$ cat config.mk
export PLATFORM = sky130hd
export DESIGN_NAME = pixel_array_readout_ctrl
export DESIGN_NICKNAME = d
export VERILOG_FILES = /design/src/rtl/pixel_array_readout_ctrl.sv
export SDC_FILE = /design/constraint.sdc
export NUM_CORES = 1
export LEC_CHECK = 0
export ABC_AREA = 1
export BUFFER_PORTS_ARGS = -buffer_cell sky130_fd_sc_hd__buf_2
export CAP_MARGIN = 20
export CORE_MARGIN = 5
export CORE_UTILIZATION = 30
export DETAILED_ROUTE_END_ITERATION = 10
export GPL_ROUTABILITY_DRIVEN = 1
export GPL_TIMING_DRIVEN = 0
export SYNTH_ARGS = -nofsm -noshare
export SYNTH_HDL_FRONTEND = slang
export SYNTH_SLANG_ARGS = --single-unit
$ cat constraint.sdc
create_clock -name clk -period 1.5 [get_ports clk]
set_clock_uncertainty 0.2 [all_clocks]
set_input_delay 0.225 -clock clk [delete_from_list [all_inputs] [get_ports clk]]
set_output_delay 0.225 -clock clk [all_outputs]
set_load 0.005 [all_outputs]
$ cat src/rtl/pixel_array_readout_ctrl.sv
// pixel_array_readout_ctrl
// Sequencer and readout engine for an N_ROWS x N_COLS digital pixel array.
// A frame runs ERASE -> EXPOSE -> CONVERT, then for every row a READ settle
// window followed by a STREAM of that row's pixels, one per valid/ready
// transfer. The ramp code is generated here; the column buses themselves are
// tri-stated by the top level using ramp_drive.
//
// Ports
//   clk, reset        : rising-edge clock, asynchronous active-low reset
//   start             : begin a frame (honoured only in IDLE)
//   continuous        : restart at ERASE after the last transfer of a frame
//   erase/expose/convert : registered, mutually exclusive phase strobes
//   ramp_code/ramp_drive : conversion ramp and its bus-drive enable
//   read              : one-hot read-line select
//   col_data          : column buses, column c at [c*DATA_W +: DATA_W]
//   out_valid/out_ready/out_data/out_row/out_col/out_last : pixel stream
//   busy              : high in every state except IDLE
//   frame_done        : one-cycle pulse after the final pixel transfer
module pixel_array_readout_ctrl #(
  parameter int DATA_W    = 8,
  parameter int N_ROWS    = 2,
  parameter int N_COLS    = 2,
  parameter int C_ERASE   = 5,
  parameter int C_EXPOSE  = 255,
  parameter int C_CONVERT = 255,
  parameter int C_READ    = 5,
  localparam int ROW_W = $clog2((N_ROWS > 2) ? N_ROWS : 2),
  localparam int COL_W = $clog2((N_COLS > 2) ? N_COLS : 2)
) (
  input  logic                     clk,
  input  logic                     reset,
  input  logic                     start,
  input  logic                     continuous,
  output logic                     erase,
  output logic                     expose,
  output logic                     convert,
  output logic [DATA_W-1:0]        ramp_code,
  output logic                     ramp_drive,
  output logic [N_ROWS-1:0]        read,
  input  logic [N_COLS*DATA_W-1:0] col_data,
  output logic                     out_valid,
  input  logic                     out_ready,
  output logic [DATA_W-1:0]        out_data,
  output logic [ROW_W-1:0]         out_row,
  output logic [COL_W-1:0]         out_col,
  output logic                     out_last,
  output logic                     busy,
  output logic                     frame_done
);

  localparam int C_M1  = (C_ERASE > C_EXPOSE) ? C_ERASE : C_EXPOSE;
  localparam int C_M2  = (C_CONVERT > C_READ) ? C_CONVERT : C_READ;
  localparam int C_MAX = (C_M1 > C_M2) ? C_M1 : C_M2;
  localparam int CNT_W = $clog2(C_MAX) + 1;

  typedef enum logic [2:0] {
    S_IDLE, S_ERASE, S_EXPOSE, S_CONVERT, S_READ, S_STREAM
  } state_t;

  state_t                    r_state;
  logic [CNT_W-1:0]          r_cnt;
  logic [ROW_W-1:0]          r_row;
  logic [COL_W-1:0]          r_col;
  logic [N_COLS*DATA_W-1:0]  r_buf;
  logic                      r_erase;
  logic                      r_expose;
  logic                      r_convert;
  logic [DATA_W-1:0]         r_ramp;
  logic                      r_drive;
  logic [N_ROWS-1:0]         r_read;
  logic                      r_valid;
  logic [DATA_W-1:0]         r_data;
  logic                      r_last;
  logic                      r_busy;
  logic                      r_done;

  logic                      w_row_last;
  logic                      w_col_last;
  logic                      w_xfer;
  logic [ROW_W-1:0]          w_row_nxt;
  logic [COL_W-1:0]          w_col_nxt;

  // Ramp stops at full scale rather than wrapping back to zero.
  function automatic logic [DATA_W-1:0] sat_inc(input logic [DATA_W-1:0] v);
    return (&v) ? v : v + 1'b1;
  endfunction

  function automatic logic [N_ROWS-1:0] onehot(input logic [ROW_W-1:0] r);
    logic [N_ROWS-1:0] o;
    o = '0;
    for (int i = 0; i < N_ROWS; i++) o[i] = (ROW_W'(i) == r);
    return o;
  endfunction

  // Column select from the line buffer without out-of-range part selects.
  function automatic logic [DATA_W-1:0] pick(input logic [N_COLS*DATA_W-1:0] v,
                                             input logic [COL_W-1:0] idx);
    logic [DATA_W-1:0] p;
    p = '0;
    for (int c = 0; c < N_COLS; c++)
      if (COL_W'(c) == idx) p = v[c*DATA_W +: DATA_W];
    return p;
  endfunction

  assign w_row_last = (r_row == ROW_W'(N_ROWS - 1));
  assign w_col_last = (r_col == COL_W'(N_COLS - 1));
  assign w_xfer     = r_valid && out_ready;
  assign w_row_nxt  = r_row + 1'b1;
  assign w_col_nxt  = r_col + 1'b1;

  always_ff @(posedge clk or negedge reset) begin
    if (!reset) begin
      r_state   <= S_IDLE;
      r_cnt     <= '0;
      r_row     <= '0;
      r_col     <= '0;
      r_buf     <= '0;
      r_erase   <= 1'b0;
      r_expose  <= 1'b0;
      r_convert <= 1'b0;
      r_ramp    <= '0;
      r_drive   <= 1'b0;
      r_read    <= '0;
      r_valid   <= 1'b0;
      r_data    <= '0;
      r_last    <= 1'b0;
      r_busy    <= 1'b0;
      r_done    <= 1'b0;
    end else begin
      r_done <= 1'b0;
      case (r_state)
        S_IDLE: begin
          if (start) begin
            r_state <= S_ERASE;
            r_cnt   <= '0;
            r_erase <= 1'b1;
            r_busy  <= 1'b1;
          end
        end
        S_ERASE: begin
          if (r_cnt == CNT_W'(C_ERASE - 1)) begin
            r_state  <= S_EXPOSE;
            r_cnt    <= '0;
            r_erase  <= 1'b0;
            r_expose <= 1'b1;
          end else begin
            r_cnt <= r_cnt + 1'b1;
          end
        end
        S_EXPOSE: begin
          if (r_cnt == CNT_W'(C_EXPOSE - 1)) begin
            r_state   <= S_CONVERT;
            r_cnt     <= '0;
            r_expose  <= 1'b0;
            r_convert <= 1'b1;
            r_drive   <= 1'b1;
            r_ramp    <= '0;
          end else begin
            r_cnt <= r_cnt + 1'b1;
          end
        end
        S_CONVERT: begin
          if (r_cnt == CNT_W'(C_CONVERT - 1)) begin
            r_state   <= S_READ;
            r_cnt     <= '0;
            r_convert <= 1'b0;
            r_drive   <= 1'b0;
            r_ramp    <= '0;
            r_row     <= '0;
            r_read    <= onehot('0);
          end else begin
            r_cnt  <= r_cnt + 1'b1;
            r_ramp <= sat_inc(r_ramp);
          end
        end
        S_READ: begin
          // Columns are sampled at the end of the settle window.
          if (r_cnt == CNT_W'(C_READ - 1)) begin
            r_state <= S_STREAM;
            r_cnt   <= '0;
            r_buf   <= col_data;
            r_read  <= '0;
            r_valid <= 1'b1;
            r_col   <= '0;
            r_data  <= col_data[DATA_W-1:0];
            r_last  <= w_row_last && (N_COLS == 1);
          end else begin
            r_cnt <= r_cnt + 1'b1;
          end
        end
        S_STREAM: begin
          if (w_xfer) begin
            if (w_col_last) begin
              r_valid <= 1'b0;
              r_last  <= 1'b0;
              r_data  <= '0;
              r_col   <= '0;
              if (!w_row_last) begin
                r_state <= S_READ;
                r_cnt   <= '0;
                r_row   <= w_row_nxt;
                r_read  <= onehot(w_row_nxt);
              end else begin
                r_done <= 1'b1;
                r_row  <= '0;
                r_cnt  <= '0;
                if (continuous) begin
                  r_state <= S_ERASE;
                  r_erase <= 1'b1;
                end else begin
                  r_state <= S_IDLE;
                  r_busy  <= 1'b0;
                end
              end
            end else begin
              r_col  <= w_col_nxt;
              r_data <= pick(r_buf, w_col_nxt);
              r_last <= w_row_last && (w_col_nxt == COL_W'(N_COLS - 1));
            end
          end
        end
        default: r_state <= S_IDLE;
      endcase
    end
  end

  assign erase      = r_erase;
  assign expose     = r_expose;
  assign convert    = r_convert;
  assign ramp_code  = r_ramp;
  assign ramp_drive = r_drive;
  assign read       = r_read;
  assign out_valid  = r_valid;
  assign out_data   = r_data;
  assign out_row    = r_row;
  assign out_col    = r_col;
  assign out_last   = r_last;
  assign busy       = r_busy;
  assign frame_done = r_done;

endmodule

# ---- Word-level counts from Yosys, hierarchy flattened
# Index checks and enable logic that the tools add are counted.
dict set report op_classes {
  muxes 65
  n_reduce_logical 26
  addsub 4
  bitwise 1
  eq_ne 19
}
# op count
set ops {}
lappend ops {{2-to-1 mux 8 bit} 7}
lappend ops {{2-to-1 mux 9 bit} 5}
lappend ops {{one-hot mux 9 bit (4 select lines)} 1}
lappend ops {{one-hot mux 8 bit (2 select lines)} 2}
lappend ops {{2-to-1 mux 1 bit} 27}
lappend ops {{2-to-1 mux 3 bit} 8}
lappend ops {{inequality test 2 bit, second input constant} 11}
lappend ops {{one-hot mux 3 bit (6 select lines)} 1}
lappend ops {{one-hot mux 1 bit (2 select lines)} 7}
lappend ops {{AND reduction 7 bit} 2}
lappend ops {{AND reduction 3 bit} 4}
lappend ops {{AND reduction 4 bit} 3}
lappend ops {{AND reduction 6 bit} 2}
lappend ops {{2-to-1 mux 2 bit} 5}
lappend ops {{nonzero test 2 bit} 5}
lappend ops {{adder 9 x 1 -> 9 bit, second input constant} 1}
lappend ops {{== test 9 x 3 -> 1 bit, second input constant} 1}
lappend ops {{== test 9 x 8 -> 1 bit, second input constant} 1}
lappend ops {{adder 8 x 1 -> 8 bit, second input constant} 1}
lappend ops {{AND reduction 8 bit} 1}
lappend ops {{== test 3 x 2 -> 1 bit, second input constant} 2}
lappend ops {{== test 3 bit, second input constant} 2}
lappend ops {{one-hot mux 2 bit (3 select lines)} 1}
lappend ops {{nonzero test 3 bit} 2}
lappend ops {{other kinds (10)} 13}
dict set report totals {
  register_bits 55
  wordCells 130
  out_inout_bits 28
  input_bits 21
}

# ---- Logic depth before layout (Yosys ltp)
dict set report logic_depth {
  depth_word 6
  ltp_mapped 11
  depth_no_buf 11
}

# ---- Worst setup path before layout
# No wires, ideal clock.
dict set report synth_timing {
  path_kind {reg2reg}
  startpoint {register r_cnt[0]}
  endpoint {register r_ramp[5] (netlist: ramp_code[5])}
  path_buffers 0
  setup_ns 0.118
  path_stages_with_launch 10
  t_arrival_ns 1.304
  slack_ns -0.122
  cell_sequence {dfrtp_1 > inv_1 > ha_1 > inv_1 > nor2_1 > nand3_4 > nand3_1 > nand3_4 > nand2_1 > nand2_1}
}
dict set report synth_via {
  elab_chain_cells 3
}
# element line_no
set synth_lines {}
lappend synth_lines {{from (decl)} 61} ;# logic [CNT_W-1:0] r_cnt;
lappend synth_lines {{from (signal assigned)} 147} ;# r_cnt <= r_cnt + 1'b1;
lappend synth_lines {{from (signal assigned)} 159} ;# r_cnt <= r_cnt + 1'b1;
lappend synth_lines {{from (signal assigned)} 172} ;# r_cnt <= r_cnt + 1'b1;
lappend synth_lines {{== test 9 x 8 -> 1 bit (*)} {151, 163}}
lappend synth_lines {{inequality test 3 bit (no line) (tied with other cells)} n/a}
lappend synth_lines {{AND reduction 3 bit (no line) or one-hot mux 8 bit (2 select lines) (tied branches)} n/a}
lappend synth_lines {{to (signal assigned)} 173} ;# r_ramp <= sat_inc(r_ramp);
lappend synth_lines {{to (decl)} 68} ;# logic [DATA_W-1:0] r_ramp;
# Every way passes the cells marked *; elsewhere a longest branch is shown, timed or not.
# A chain may end at the register's enable or synchronous reset.

# ---- Final worst setup path
dict set report layout_timing {
  startpoint {register r_cnt[0]}
  endpoint {register r_read[1] (netlist: read[1])}
}
dict set report layout_via {
  elab_chain_cells 3
}
# element line_no
set layout_lines {}
lappend layout_lines {{== test 9 x 8 -> 1 bit or == test 9 x 3 -> 1 bit (tied branches)} {163, 178}}
lappend layout_lines {{inequality test 2 bit (no line)} n/a}
lappend layout_lines {{AND reduction 6 bit (no line) (*)} n/a}
lappend layout_lines {{to (signal assigned)} 170} ;# r_read <= onehot('0);
lappend layout_lines {{to (signal assigned)} 202} ;# r_read <= onehot(w_row_nxt);
lappend layout_lines {{to (decl)} 70} ;# logic [N_ROWS-1:0] r_read;
# Marks and branches as above.

==> out/results.txt <==
status: complete, but fails checks
failing checks: negative setup slack
final setup margin: -0.150 ns
initial antenna violation count: 0
clk buf depth: 2
period utilisation layout: 110%
Post-synth ARST share: 100%
Max-cap violations: 0
CP max stage cell: dfrtp_1
clk sink count: 47
vias in the first global route: 2,542
first-pass GRT wire length: 12.2 mm
Syn Nets: 397
row cnt: 34
Synth area leaders: dfrtp_1, nand2_1, nand3_1
Final nets: 481
CP Cell Sequence: inv_2, ha_4, nand2_4, nor2_4, nand2_4, nand2_4, nand4_1, nand2_1, nand2_1
Antenna Nets Post-Route: 0
Synth area leader: dfrtp_1
top_reg_cell synth: dfrtp_1
Yosys warning total: 0
most common cell in the netlist: nand2_1
# setup viols final: 44
pre-CTS setup slack: -0.251 ns
largest net degree at the start of global routing: 36
Synth top area share: 43.1%
PortBufs: 48
class of the worst hold path: in -> reg
Commonest cells post-synth: nand2_1, nand3_1, dfrtp_1
final WL: 7.16 mm
Achievable Freq: 0.606 GHz
Detailed Place HPWL: 4.93 mm
overall global routing resource usage: 13.1%
TritonCTS clock tree: yes
Synth Cell Area: 0.00273 mm²
post-synthesis sequential area ratio: 43.1%
#FFs+latches synth: 47
Worst setup EP type: register
crit path max fanout: 5
WP data required: 1.49 ns
count of different cell masters after synthesis: 30
final std cells w/o fill: 565
Die Width: 105 µm
gr ovfl total: 0
number of instances in the placed design: 529
Worst VDD drop: 0.000819 V
Root Driver: clkbuf_8
Post-synth EDFFs: 0
antenna fix cells: 0
Syn Inst Count: 372
die height: 105 µm
Residual DRC: 0
Worst Setup Path Type: reg -> reg
Pins Over Slew Limit: 0
synthesized area per cell: 7.34 µm²
placer congestion estimate: 0.827
FF-to-FF setup slack: -0.15 ns
TritonRoute pass-1 iters: 4
via count: 2,640
Slew headroom: 78.1%
Tmin final: 1.65 ns
CP startpoint kind: register
Syn-to-layout area delta: 39.3%
Die Area: 0.0111 mm²
# IOs: 49
share of cells above drive strength 1: 36.1%
RSZ-0062 raised after global routing: true
Initial Utilization: 31.0%
CTS H-Tree Depth: 2
crit-path most repeated cell: nand2_4
DR vias/cell: 4.67
Worst-Skew Late Latency: 0.30 ns
Worst-Margin Slew: 0.329 ns
Avg WL per Cell: 12.7 µm
Final Hold Vio Count: 0
crit path DAT: 1.64 ns
PD cells: 1740 mW/mm²
clock transition at the registers of the reported paths: 0.09 ns
Starting DRT DRC Count: 99
P_leak: 1.97 nW
max incr delay on CP: 0.40 ns
core box area: 0.00881 mm²
total CTS buffers: 5
## state kept, by name, summed over array words and instances, names as in the netlist
signal,count
r_cnt,9
out_row,1
frame_done,1
busy,1
r_buf,8
out_col,1
expose,1
ramp_drive,1
out_valid,1
out_last,1
ramp_code,8
read,2
r_state,3
erase,1
out_data,8
## metal layers
metal | GRT usage, % | vias to the layer above | wire length [µm]
li1 | - | 1356 | -
met1 | 17.8 | 1229 | 3410
met2 | 21.2 | 49 | 3420
met3 | 2.44 | 6 | 253
met4 | 4.12 | 0 | 78
met5 | 0 | - | 0
## final cells by class
class | count | area [µm²]
fill | 868 | 5000
multi-input combinational | 282 | 1610
tap | 108 | 135
clock buffer | 6 | 82.6
inverter | 36 | 151
buffer | 8 | 78.8
sequential | 47 | 1180
clock inverter | 2 | 35.0
timing repair buffer | 76 | 524
## stage by stage
stage               utilization (%)  area (µm²)  hold WS, ns  setup TNS (ns)  power, mW
global placement               35.7        3150        0.255           -6.45       4.83
detailed placement             36.0        3170      -0.0536           -7.88       4.91
finish                         43.2        3800       0.0225           -4.00       6.62
global route                   43.2        3800       0.0258           -8.14       7.21
floorplan                         -        2770       -0.271          -0.478       4.07
CTS                            40.6        3570      0.00207           -5.03       6.27
## kinds of logic after synthesis
family / after synthesis / share of synthesized area, %
fa+ha+maj: 4 / 1.83
buf+inv: 44 / 7.38
compound gates: 18 / 3.71
flops: 47 / 43.1
xor+xnor: 6 / 1.93
simple gates: 253 / 42.0
## where the power goes
part           switching (mW)  total [mW]  internal (mW)
logic                    2.08        3.48           1.41
clock network           0.431       0.971          0.540
registers               0.418        2.17           1.75
total                    2.92        6.62           3.70
## layout by cell type (no fill, tap or decap), types with 2 or more instances in the layout
cell and n:
nand2_1 136, clkinv_4 2, nand3_2 7, buf_4 15
clkinv_2 2, inv_4 2, nor2_4 12, nand2_2 13
xor2_1 6, nor2_1 10, buf_6 6, a21oi_4 2
o21ai_2 3, nand3_1 45, buf_12 4, clkbuf_8 6
inv_1 21, inv_2 10, nand2_4 11, o21ai_1 5
dfrtp_2 7, nor2_2 5, dlygate4sd3_1 9, nand3_4 2
dfrtp_1 40, buf_2 49, a21oi_1 3, ha_4 2
nand4_1 9
## worst paths after layout
path                                      start                        to  cells after the start
hold reg to reg             read[0]$_DFFE_PN0P_       read[0]$_DFFE_PN0P_                      2
setup reg to reg           r_cnt[0]$_DFFE_PN0P_       read[1]$_DFFE_PN0P_                      9
setup / recovery           r_cnt[0]$_DFFE_PN0P_       read[1]$_DFFE_PN0P_                      9
max in group asynchronous                 reset  ramp_code[0]$_DFFE_PN0P_                      3
min in group asynchronous                 reset   out_data[4]$_DFFE_PN0P_                      2
hold / removal                      col_data[4]   out_data[4]$_DFFE_PN0P_                      5
## critical path, delay by kind of cell, from the launching register on
family | cells | cell delay, ns
AND/OR/NAND/NOR | 7 | 0.68
adder cells (fa/ha/maj) | 1 | 0.16
buffers and inverters | 1 | 0.11
flip-flops | 1 | 0.40
## timing repair
item | 4_1_cts | 5_1_grt
endpoints found under the setup margin | 46 | 47
pin swaps | 11 | 16
endpoints found under the hold margin | 55 | 0
buffers inserted | 6 | 10
gates resized for setup | 35 | 45
hold buffers | 9 | 0
cloned | 2 | 1
(Power assumes the default switching activity.)
